==> src/rtl/mem_arbiter_if.sv <==
// mem_arbiter_if: bundles the IFU, LSU and memory-port signals of mem_arbiter.
// Parameters: ADDR_W address width, DATA_W data width (DATA_W/8 byte strobes).
// Signals:
//   ifu_*  IFU read request (reqValid, addr) and response (respValid, rdata, err)
//   lsu_*  LSU request (reqValid, wen, addr, wdata, wmask) and response (respValid, rdata, err)
//   mem_*  memory request (reqValid, wen, addr, wdata, wmask) and response (respValid, rdata)
// Modports: master = arbiter view, slave = requesters and memory view.
interface mem_arbiter_if #(
    parameter int ADDR_W = 32,
    parameter int DATA_W = 32
);
    logic                ifu_reqValid;
    logic [ADDR_W-1:0]   ifu_addr;
    logic                ifu_respValid;
    logic [DATA_W-1:0]   ifu_rdata;
    logic                ifu_err;
    logic                lsu_reqValid;
    logic                lsu_wen;
    logic [ADDR_W-1:0]   lsu_addr;
    logic [DATA_W-1:0]   lsu_wdata;
    logic [DATA_W/8-1:0] lsu_wmask;
    logic                lsu_respValid;
    logic [DATA_W-1:0]   lsu_rdata;
    logic                lsu_err;
    logic                mem_reqValid;
    logic                mem_wen;
    logic [ADDR_W-1:0]   mem_addr;
    logic [DATA_W-1:0]   mem_wdata;
    logic [DATA_W/8-1:0] mem_wmask;
    logic                mem_respValid;
    logic [DATA_W-1:0]   mem_rdata;

    modport master (
        input  ifu_reqValid, ifu_addr,
        output ifu_respValid, ifu_rdata, ifu_err,
        input  lsu_reqValid, lsu_wen, lsu_addr, lsu_wdata, lsu_wmask,
        output lsu_respValid, lsu_rdata, lsu_err,
        output mem_reqValid, mem_wen, mem_addr, mem_wdata, mem_wmask,
        input  mem_respValid, mem_rdata
    );

    modport slave (
        output ifu_reqValid, ifu_addr,
        input  ifu_respValid, ifu_rdata, ifu_err,
        output lsu_reqValid, lsu_wen, lsu_addr, lsu_wdata, lsu_wmask,
        input  lsu_respValid, lsu_rdata, lsu_err,
        input  mem_reqValid, mem_wen, mem_addr, mem_wdata, mem_wmask,
        output mem_respValid, mem_rdata
    );
endinterface

==> src/rtl/mem_arbiter.sv <==
// mem_arbiter: shares one non-pipelined memory port between IFU and LSU with round-robin ties and a per-transaction timeout.
// Ports:
//   clock  system clock, rising edge
//   reset  asynchronous active-low reset
//   bus    mem_arbiter_if.master: IFU/LSU requests and responses, memory request and response
// Parameters: ADDR_W, DATA_W widths; TIMEOUT max cycles per transaction (0 disables).
module mem_arbiter #(
    parameter int ADDR_W  = 32,
    parameter int DATA_W  = 32,
    parameter int TIMEOUT = 255
) (
    input logic           clock,
    input logic           reset,
    mem_arbiter_if.master bus
);
    localparam int CW = (TIMEOUT > 0) ? $clog2(TIMEOUT + 1) : 1;
    localparam logic [CW-1:0] LAST = CW'(TIMEOUT - 1);

    typedef enum logic [1:0] {ARB_IDLE, ARB_IFU, ARB_LSU} state_t;

    state_t              state, next;
    logic                last_lsu;
    logic [CW-1:0]       cnt;
    logic                wen_q;
    logic [ADDR_W-1:0]   addr_q;
    logic [DATA_W-1:0]   wdata_q;
    logic [DATA_W/8-1:0] wmask_q;
    logic                grant_lsu, grant_ifu, to_hit, done;

    // LSU wins a tie unless it was the last one served
    assign grant_lsu = state == ARB_IDLE && bus.lsu_reqValid && (!bus.ifu_reqValid || !last_lsu);
    assign grant_ifu = state == ARB_IDLE && bus.ifu_reqValid && !grant_lsu;
    assign to_hit    = TIMEOUT != 0 && cnt == LAST;
    assign done      = bus.mem_respValid || to_hit;

    always_ff @(posedge clock or negedge reset) begin
        if (!reset) state <= ARB_IDLE;
        else        state <= next;
    end

    always_comb begin
        next = (state == ARB_IDLE) ? (grant_lsu ? ARB_LSU : grant_ifu ? ARB_IFU : ARB_IDLE)
             : done ? ARB_IDLE : state;
    end

    // A real response beats a timeout landing in the same cycle
    always_comb begin
        bus.mem_reqValid  = state != ARB_IDLE;
        bus.ifu_respValid = state == ARB_IFU && done;
        bus.ifu_err       = state == ARB_IFU && to_hit && !bus.mem_respValid;
        bus.ifu_rdata     = (state == ARB_IFU && bus.mem_respValid) ? bus.mem_rdata : '0;
        bus.lsu_respValid = state == ARB_LSU && done;
        bus.lsu_err       = state == ARB_LSU && to_hit && !bus.mem_respValid;
        bus.lsu_rdata     = (state == ARB_LSU && bus.mem_respValid) ? bus.mem_rdata : '0;
    end

    // Request fields are captured once at grant; later input changes are ignored
    always_ff @(posedge clock or negedge reset) begin
        if (!reset) begin
            last_lsu <= 1'b0;
            cnt      <= '0;
            wen_q    <= 1'b0;
            addr_q   <= '0;
            wdata_q  <= '0;
            wmask_q  <= '0;
        end else if (grant_lsu || grant_ifu) begin
            last_lsu <= grant_lsu;
            cnt      <= '0;
            wen_q    <= grant_lsu && bus.lsu_wen;
            addr_q   <= grant_lsu ? bus.lsu_addr : bus.ifu_addr;
            wdata_q  <= grant_lsu ? bus.lsu_wdata : '0;
            wmask_q  <= grant_lsu ? bus.lsu_wmask : '0;
        end else if (state != ARB_IDLE) begin
            cnt <= cnt + CW'(1);
        end
    end

    assign bus.mem_wen   = wen_q;
    assign bus.mem_addr  = addr_q;
    assign bus.mem_wdata = wdata_q;
    assign bus.mem_wmask = wmask_q;
endmodule

==> src/flat_wrapper.sv <==
// flat-port wrapper written by rule: the top's interface ports become plain ports
module mem_arbiter_flat 
#(
    parameter int ADDR_W  = 32,
    parameter int DATA_W  = 32,
    parameter int TIMEOUT = 255
)
  (clock, reset, bus_ifu_reqValid, bus_ifu_addr, bus_ifu_respValid, bus_ifu_rdata, bus_ifu_err, bus_lsu_reqValid, bus_lsu_wen, bus_lsu_addr, bus_lsu_wdata, bus_lsu_wmask, bus_lsu_respValid, bus_lsu_rdata, bus_lsu_err, bus_mem_reqValid, bus_mem_wen, bus_mem_addr, bus_mem_wdata, bus_mem_wmask, bus_mem_respValid, bus_mem_rdata);
  mem_arbiter_if #(.ADDR_W(ADDR_W), .DATA_W(DATA_W)) bus_i ();
  input logic clock;
  input logic reset;
  input wire logic [$bits(bus_i.ifu_reqValid)-1:0] bus_ifu_reqValid;
  input wire logic [$bits(bus_i.ifu_addr)-1:0] bus_ifu_addr;
  output wire logic [$bits(bus_i.ifu_respValid)-1:0] bus_ifu_respValid;
  output wire logic [$bits(bus_i.ifu_rdata)-1:0] bus_ifu_rdata;
  output wire logic [$bits(bus_i.ifu_err)-1:0] bus_ifu_err;
  input wire logic [$bits(bus_i.lsu_reqValid)-1:0] bus_lsu_reqValid;
  input wire logic [$bits(bus_i.lsu_wen)-1:0] bus_lsu_wen;
  input wire logic [$bits(bus_i.lsu_addr)-1:0] bus_lsu_addr;
  input wire logic [$bits(bus_i.lsu_wdata)-1:0] bus_lsu_wdata;
  input wire logic [$bits(bus_i.lsu_wmask)-1:0] bus_lsu_wmask;
  output wire logic [$bits(bus_i.lsu_respValid)-1:0] bus_lsu_respValid;
  output wire logic [$bits(bus_i.lsu_rdata)-1:0] bus_lsu_rdata;
  output wire logic [$bits(bus_i.lsu_err)-1:0] bus_lsu_err;
  output wire logic [$bits(bus_i.mem_reqValid)-1:0] bus_mem_reqValid;
  output wire logic [$bits(bus_i.mem_wen)-1:0] bus_mem_wen;
  output wire logic [$bits(bus_i.mem_addr)-1:0] bus_mem_addr;
  output wire logic [$bits(bus_i.mem_wdata)-1:0] bus_mem_wdata;
  output wire logic [$bits(bus_i.mem_wmask)-1:0] bus_mem_wmask;
  input wire logic [$bits(bus_i.mem_respValid)-1:0] bus_mem_respValid;
  input wire logic [$bits(bus_i.mem_rdata)-1:0] bus_mem_rdata;
  assign bus_i.ifu_reqValid = bus_ifu_reqValid;
  assign bus_i.ifu_addr = bus_ifu_addr;
  assign bus_ifu_respValid = bus_i.ifu_respValid;
  assign bus_ifu_rdata = bus_i.ifu_rdata;
  assign bus_ifu_err = bus_i.ifu_err;
  assign bus_i.lsu_reqValid = bus_lsu_reqValid;
  assign bus_i.lsu_wen = bus_lsu_wen;
  assign bus_i.lsu_addr = bus_lsu_addr;
  assign bus_i.lsu_wdata = bus_lsu_wdata;
  assign bus_i.lsu_wmask = bus_lsu_wmask;
  assign bus_lsu_respValid = bus_i.lsu_respValid;
  assign bus_lsu_rdata = bus_i.lsu_rdata;
  assign bus_lsu_err = bus_i.lsu_err;
  assign bus_mem_reqValid = bus_i.mem_reqValid;
  assign bus_mem_wen = bus_i.mem_wen;
  assign bus_mem_addr = bus_i.mem_addr;
  assign bus_mem_wdata = bus_i.mem_wdata;
  assign bus_mem_wmask = bus_i.mem_wmask;
  assign bus_i.mem_respValid = bus_mem_respValid;
  assign bus_i.mem_rdata = bus_mem_rdata;
  mem_arbiter #(.ADDR_W(ADDR_W), .DATA_W(DATA_W), .TIMEOUT(TIMEOUT)) u_core (.clock(clock), .reset(reset), .bus(bus_i));
endmodule
==> config.mk <==
export PLATFORM = sky130hd
export DESIGN_NAME = mem_arbiter_flat
export DESIGN_NICKNAME = d
export VERILOG_FILES = /design/src/rtl/mem_arbiter_if.sv /design/src/rtl/mem_arbiter.sv /design/src/flat_wrapper.sv
export SDC_FILE = /design/constraint.sdc
export NUM_CORES = 1
export LEC_CHECK = 0
export BUFFER_PORTS_ARGS = -buffer_cell sky130_fd_sc_hd__buf_2
export CAP_MARGIN = 15
export CORE_AREA = 2 2 109 111
export CTS_BUF_LIST = sky130_fd_sc_hd__clkbuf_16
export CTS_CLUSTER_SIZE = 40
export DETAILED_ROUTE_END_ITERATION = 10
export DIE_AREA = 0 0 111 113
export PLACE_DENSITY = 0.77
export SLEW_MARGIN = 20
export SYNTH_ARGS = -nofsm -noshare
export SYNTH_HDL_FRONTEND = slang
export SYNTH_SLANG_ARGS = --single-unit
==> constraint.sdc <==
create_clock -name clock -period 4.4 [get_ports clock]
set_input_delay 0.66 -clock clock [delete_from_list [all_inputs] [get_ports clock]]
set_output_delay 0.66 -clock clock [all_outputs]
set_load 0.02 [all_outputs]
==> metrics.yaml, run 1 <==
wl_mm: 12.1
synth_mux_area_frac: 0.268
ys_warn_count: 0
synth-compound-area-share: 0.0253
ys_seq_area_frac: 0.471
ff2ff_setup_slack_ns: 2.01
postSynthCellCount: 357
insertion_delay_ns: 0.33
slew_violations: 0
cp-start-kind: "register"
cts.path.max_buffers: 2
fin_setup_tns_ns: 0
track_usage: 0.198
met2_length_mm: 6.53
drt_iter0_markers: 121
num_rows: 39
cts_made_buffers: 9
syn2layout_area_growth_pct: 41.4
p_total_w: 0.00395
final_nets: 764
status: "finished clean"
slowest_stage: "dfrtp_1"
cts_sinks: 80
synth_edf_count: 0
htreeDepth: 3
synth_area_um2: 4250
cellLeakagePower_nw: 3.24
drtPass1Iterations: 4
place.gp.congestion: 0.957
yosys.area.top_type_share: 0.471
crit_path_max_incr_delay_ns: 0.51
grt_max_degree: 81
grt_pass1_vias: 3867
holdCritPathClass: "in2async"
layout-drive-gt1-share: 0.534
die_w_um: 111
tightest_slew_ns: 1.04
synthAdderAreaFrac: 0.00589
wl_met1_mm: 4.43
wire_per_inst_um: 15.7
root_buffer: "clkbuf_16"
clock_skew_ns: 0.00466
hold_ws_ns: 0.364
worstSetupPathType: "reg2out"
synth-simple-area-share: 0.184
n_fill_cell: 999
overflow: 0
ys_async_sr_fraction: 1.00
cp.required_ns: 3.74
ys_ff_latch: 80
vias: 3647
min_period_ns: 2.43
die_h_um: 113
synthTopCellsByArea: "dfrtp_1, mux2_1, mux2_2"
synth_top_family_by_area: "multiplexers"
hold_viol_final: 0
ctsHoldBuffers: 0
antenna_left: 0
grt_pass1_wl_mm: 19.6
initial_core_util: 0.377
synth_top_cell_by_area: "dfrtp_1"
path_max_fanout: 32
fin_crit_sh: 0.553
cts_resized: 0
vias_per_cell: 4.71
synth_nets: 497
ys_types: 29
port_buffers: 275
hpwlAfterDp_mm: 9.37
yosys_most_used_dff: "dfrtp_1"
cts_tree: "done"
fmax_ghz: 0.411
setup_viol: 0
coreArea_um2: 11300
antenna_found_initial: 1
syn-mean-instance-area_um2: 11.9
path_clk_slew_ns: 0.06
yosysMostFrequentCell: "dfrtp_1"
peakVddDrop_v: 0.000395
rsz0062_at_grt: "no"
cp-end-kind: "primary output"
drc_errors: 0
synth_common_cells: "dfrtp_1, and2_1, mux2_1"
top_layer_used: "met4"
final_util: 0.533
post_cts_buffers: 0
arrival_ns: 1.77
relSlewSlack: 0.309
path_cells: "nand2b_1 > nor2_1 > buf_4 > and2_1 > buf_2"
io-pin-count: 276
powerDensity_nw_per_um2: 657
maxCapViolCount: 0
die-area_um2: 12500
route.met3.wl_um: 894
synth-xor-area-share: 0.00619
## worst max-delay path: cells and delay by family (launching register included)
kind	cells	cell delay (ns)
DFF	1	0.51
and+or+nand+nor	3	0.51
buffers and inverters	2	0.42
## state kept, by name (all words and copies together) (netlist names)
| name | count |
|---|---|
| u_core.state | 2 |
| u_core.bus.mem_addr | 32 |
| u_core.bus.mem_wdata | 32 |
| u_core.bus.mem_wen | 1 |
| u_core.cnt | 8 |
| u_core.bus.mem_wmask | 4 |
| u_core.last_lsu | 1 |
## metal layers
layer,up-vias,global-route usage
met5,-,0
met1,1726,0.204
li1,1738,-
met2,166,0.373
met3,17,0.0600
met4,0,0.0867
## cell type report
type                       instances  area (um2)  area share
multi-input combinational        251        2090       0.348
tap                              143         179      0.0298
clock inverter                     7        86.3      0.0144
antenna                            2        5.00    0.000833
clock buffer                       9         225      0.0375
sequential                        80        2000       0.333
timing repair buffer             278        1410       0.234
inverter                           4        15.0     0.00250
## metrics by stage
step / std cells / setup slack, ns / area (um2)
detailed placement: 756 / 1.93 / 5690
CTS: 772 / 1.97 / 6000
floorplan: 357 / 2.40 / 4250
global route: 773 / 1.83 / 6000
global placement: 756 / 2.00 / 5690
finish: 774 / 1.97 / 6010
## layout by cell type, fill, tap and decap left out
cell	count
nand3_4	1
buf_4	3
bufinv_16	2
buf_2	274
nor2_2	1
xor2_1	3
dfrtp_1	80
clkbuf_16	9
clkinv_2	2
nand3_1	2
nand4_1	2
a21oi_1	5
a22o_1	1
nor2b_1	37
o2111ai_1	2
nor2_1	9
o21ai_0	6
ha_1	2
or3_1	3
mux2_2	40
o211ai_1	1
nand2_1	3
clkinv_4	1
mux2_1	61
diode_2	2
nor3_1	2
a41oi_1	1
clkinv_1	2
and4_1	1
a21bo_2	1
and2_1	64
nor3b_4	1
inv_1	4
nand2b_1	2
buf_6	1
## power breakdown
group	leakage (nW)	switching (W)	internal, W
combinational	2.09	0.00110	0.000843
clock	0.154	0.000287	0.000491
sequential	0.996	0.000178	0.00105
total	3.24	0.00156	0.00238
## cells by family (layout without fill, tap and decap cells)
family / Yosys count / after routing
and+or+nand+nor: 128 / 128
muxes: 101 / 101
DFF: 80 / 80
buffers and inverters: 26 / 298
AOI/OAI and AO/OA: 17 / 17
xor gates and xnor gates: 3 / 3
adders and majority gates: 2 / 2
other: 0 / 2
## path summary, 6_finish.rpt
path                                   from                 endpoint  depth (start not counted)
max                         u_core.state[1]         bus_ifu_rdata[9]                          5
min                                   reset  u_core.bus.mem_addr[29]                          1
max reg2reg                 u_core.state[1]  u_core.bus.mem_addr[15]                          3
min reg2reg                   u_core.cnt[0]            u_core.cnt[0]                          1
max in group asynchronous             reset            u_core.cnt[5]                          1
min in group clock         bus_lsu_addr[11]  u_core.bus.mem_addr[11]                          2
Note: power is estimated with default switching activity, not from simulation.
==> inputs of run 2 (changes only) <==
--- a/config.mk
+++ b/config.mk
@@ -7,12 +7,11 @@
 export LEC_CHECK = 0
 export BUFFER_PORTS_ARGS = -buffer_cell sky130_fd_sc_hd__buf_2
 export CAP_MARGIN = 15
-export CORE_AREA = 2 2 109 111
+export CORE_UTILIZATION = 39
 export CTS_BUF_LIST = sky130_fd_sc_hd__clkbuf_16
 export CTS_CLUSTER_SIZE = 40
 export DETAILED_ROUTE_END_ITERATION = 10
-export DIE_AREA = 0 0 111 113
-export PLACE_DENSITY = 0.77
+export PLACE_DENSITY = 0.83
 export SLEW_MARGIN = 20
 export SYNTH_ARGS = -nofsm -noshare
 export SYNTH_HDL_FRONTEND = slang
==> constraint.sdc (replaced) <==
create_clock -name clock -period 2.1 [get_ports clock]
set_input_delay 0.315 -clock clock [delete_from_list [all_inputs] [get_ports clock]]
set_output_delay 0.315 -clock clock [all_outputs]
set_load 0.02 [all_outputs]
==> run 2 against run 1 <==
  * The flow now finishes with violations (negative hold slack)
  * Register-to-register slack worse by 1.8 ns
  * Via count up 1.6%
  * Sequential share of layout area shrank 0.42 points
  * Worst hold slack worse by 0.37 ns
  * Non-clock buffer count increased by 6
  * Design area is 1.4% higher
  * Total power grew 110%
  * Sequential cell count unchanged
  * Worst setup slack worse by 1.9 ns
  * Routed wire length up 1.7%
  * Critical endpoint is now bus_ifu_rdata[8]
==> metrics.yaml, run 2 (same netlist as run 1, synthesis figures left out) <==
setup_viol: 0
grt_max_degree: 45
crit_path_max_incr_delay_ns: 0.48
die-area_um2: 11300
setup_slack_ns: 0.0664
drt_iter0_markers: 166
grt_pass1_vias: 3815
insertion_delay_ns: 0.33
min_period_ns: 2.03
mostFrequentLayoutCell: "buf_2"
path_max_fanout: 16
fmax_ghz: 0.492
hpwlAfterDp_mm: 9.85
overflow: 0
violations: "negative hold slack"
final_util: 0.582
layout-drive-gt1-share: 0.544
vias_per_cell: 4.80
cts.path.max_buffers: 2
num_rows: 37
fin_setup_tns_ns: 0
syn2layout_area_growth_pct: 43.4
cts_made_buffers: 9
track_usage: 0.217
cp-start-kind: "register"
powerDensity_nw_per_um2: 1360
initial_core_util: 0.406
cp-end-kind: "primary output"
relSlewSlack: 0.603
slowest_stage: "dfrtp_2"
io-pin-count: 276
wl_mm: 12.3
place_area_um2: 5780
arrival_ns: 1.72
final_nets: 770
worstSetupPathType: "reg2out"
cts_sinks: 80
holdCritPathClass: "in2async"
fin_area_um2: 6090
cp.required_ns: 1.78
n_fill_cell: 930
die_h_um: 106
root_buffer: "clkbuf_16"
wire_per_inst_um: 16.0
cellLeakagePower_nw: 3.28
hold_viol_final: 8
drtPass1Iterations: 4
critPathLaunch: "u_core.state[1]"
grt_pass1_wl_mm: 18.9
tightest_slew_ns: 0.595
rsz0062_at_grt: "yes"
path_cells: "nand2b_1 > nor2_2 > buf_4 > and2_1 > buf_2"
clock_skew_ns: 0.00713
cts_tree: "done"
ff2ff_setup_slack_ns: 0.24
r2r_end: "u_core.bus.mem_addr[9]"
antenna_found_initial: 2
coreArea_um2: 10500
drc_errors: 0
place.gp.congestion: 0.799
path_clk_slew_ns: 0.06
peakVddDrop_v: 0.000704
htreeDepth: 3
crit_end: "bus_ifu_rdata[8]"
fin_crit_sh: 0.968
dp_slack_ns: 0.216
port_buffers: 275
slew_violations: 0
post_cts_buffers: 0
maxCapViolCount: 0
reg2regPathDepth: 4
hold_ws_ns: -0.00678
status: "finished with violations"
layout_common_cells: "buf_2, dfrtp_1, and2_1"
die_w_um: 106
antenna_left: 0
vias: 3705
rr_startpoint: "u_core.state[1]"
[run 2: worst min-delay path by stage]
stage	startpoint	end	slack, ns	cells after the start
after global placement	reset	u_core.bus.mem_wdata[2]	0.35	1
after CTS	reset	u_core.bus.mem_wdata[2]	0.003	1
after detailed placement	reset	u_core.bus.mem_wdata[2]	0.36	1
after global routing	reset	u_core.bus.mem_wdata[2]	0.03	1
final	reset	u_core.bus.mem_wdata[2]	-0.007	1
after floorplan	reset	u_core.bus.mem_addr[0]	0.02	0
[run 2: through the flow]
| stage | instances | power, W |
|---|---|---|
| global route | 772 | 0.00880 |
| global placement | 754 | 0.00664 |
| finish | 772 | 0.00830 |
| floorplan | 357 | 0.00547 |
| detailed placement | 754 | 0.00684 |
| CTS | 769 | 0.00838 |
[run 2: routing by layer]
| metal | global-route usage | up-vias | share of wire |
|---|---|---|---|
| li1 | - | 1747 | - |
| met2 | 0.406 | 159 | 0.54 |
| met5 | 0 | - | 0 |
| met3 | 0.0435 | 17 | 0.062 |
| met4 | 0.100 | 0 | 0.026 |
| met1 | 0.232 | 1782 | 0.37 |
[run 2: cell type report]
type	count	area, um2	share of cell area
diodes	2	5.00	0.000822
multi-input cells	251	2100	0.345
clock inverters	6	53.8	0.00883
well taps	136	170	0.0279
repair buffers	284	1520	0.249
clock buffers	9	225	0.0370
inverters	4	15.0	0.00247
flip-flops and latches	80	2000	0.329
[run 2: timing repair]
| action | 4_1_cts | 5_1_grt |
|---|---|---|
| gates resized for setup | 1 | 8 |
| endpoints found under the setup margin | 3 | 65 |
| gates cloned | 0 | 1 |
| hold buffers | 0 | 0 |
| pin swaps | 0 | 0 |
| endpoints found under the hold margin | 0 | 0 |
[run 2: where the power goes]
part	internal (W)	switching, W
Combinational	0.00187	0.00236
Clock	0.000899	0.000588
Sequential	0.00220	0.000374
[run 2: worst max-delay path, delay by kind of cell, from the launching register on]
family / cells / cell delay (ns)
buffers and inverters: 2 / 0.37
DFF: 1 / 0.48
and+or+nand+nor: 3 / 0.54
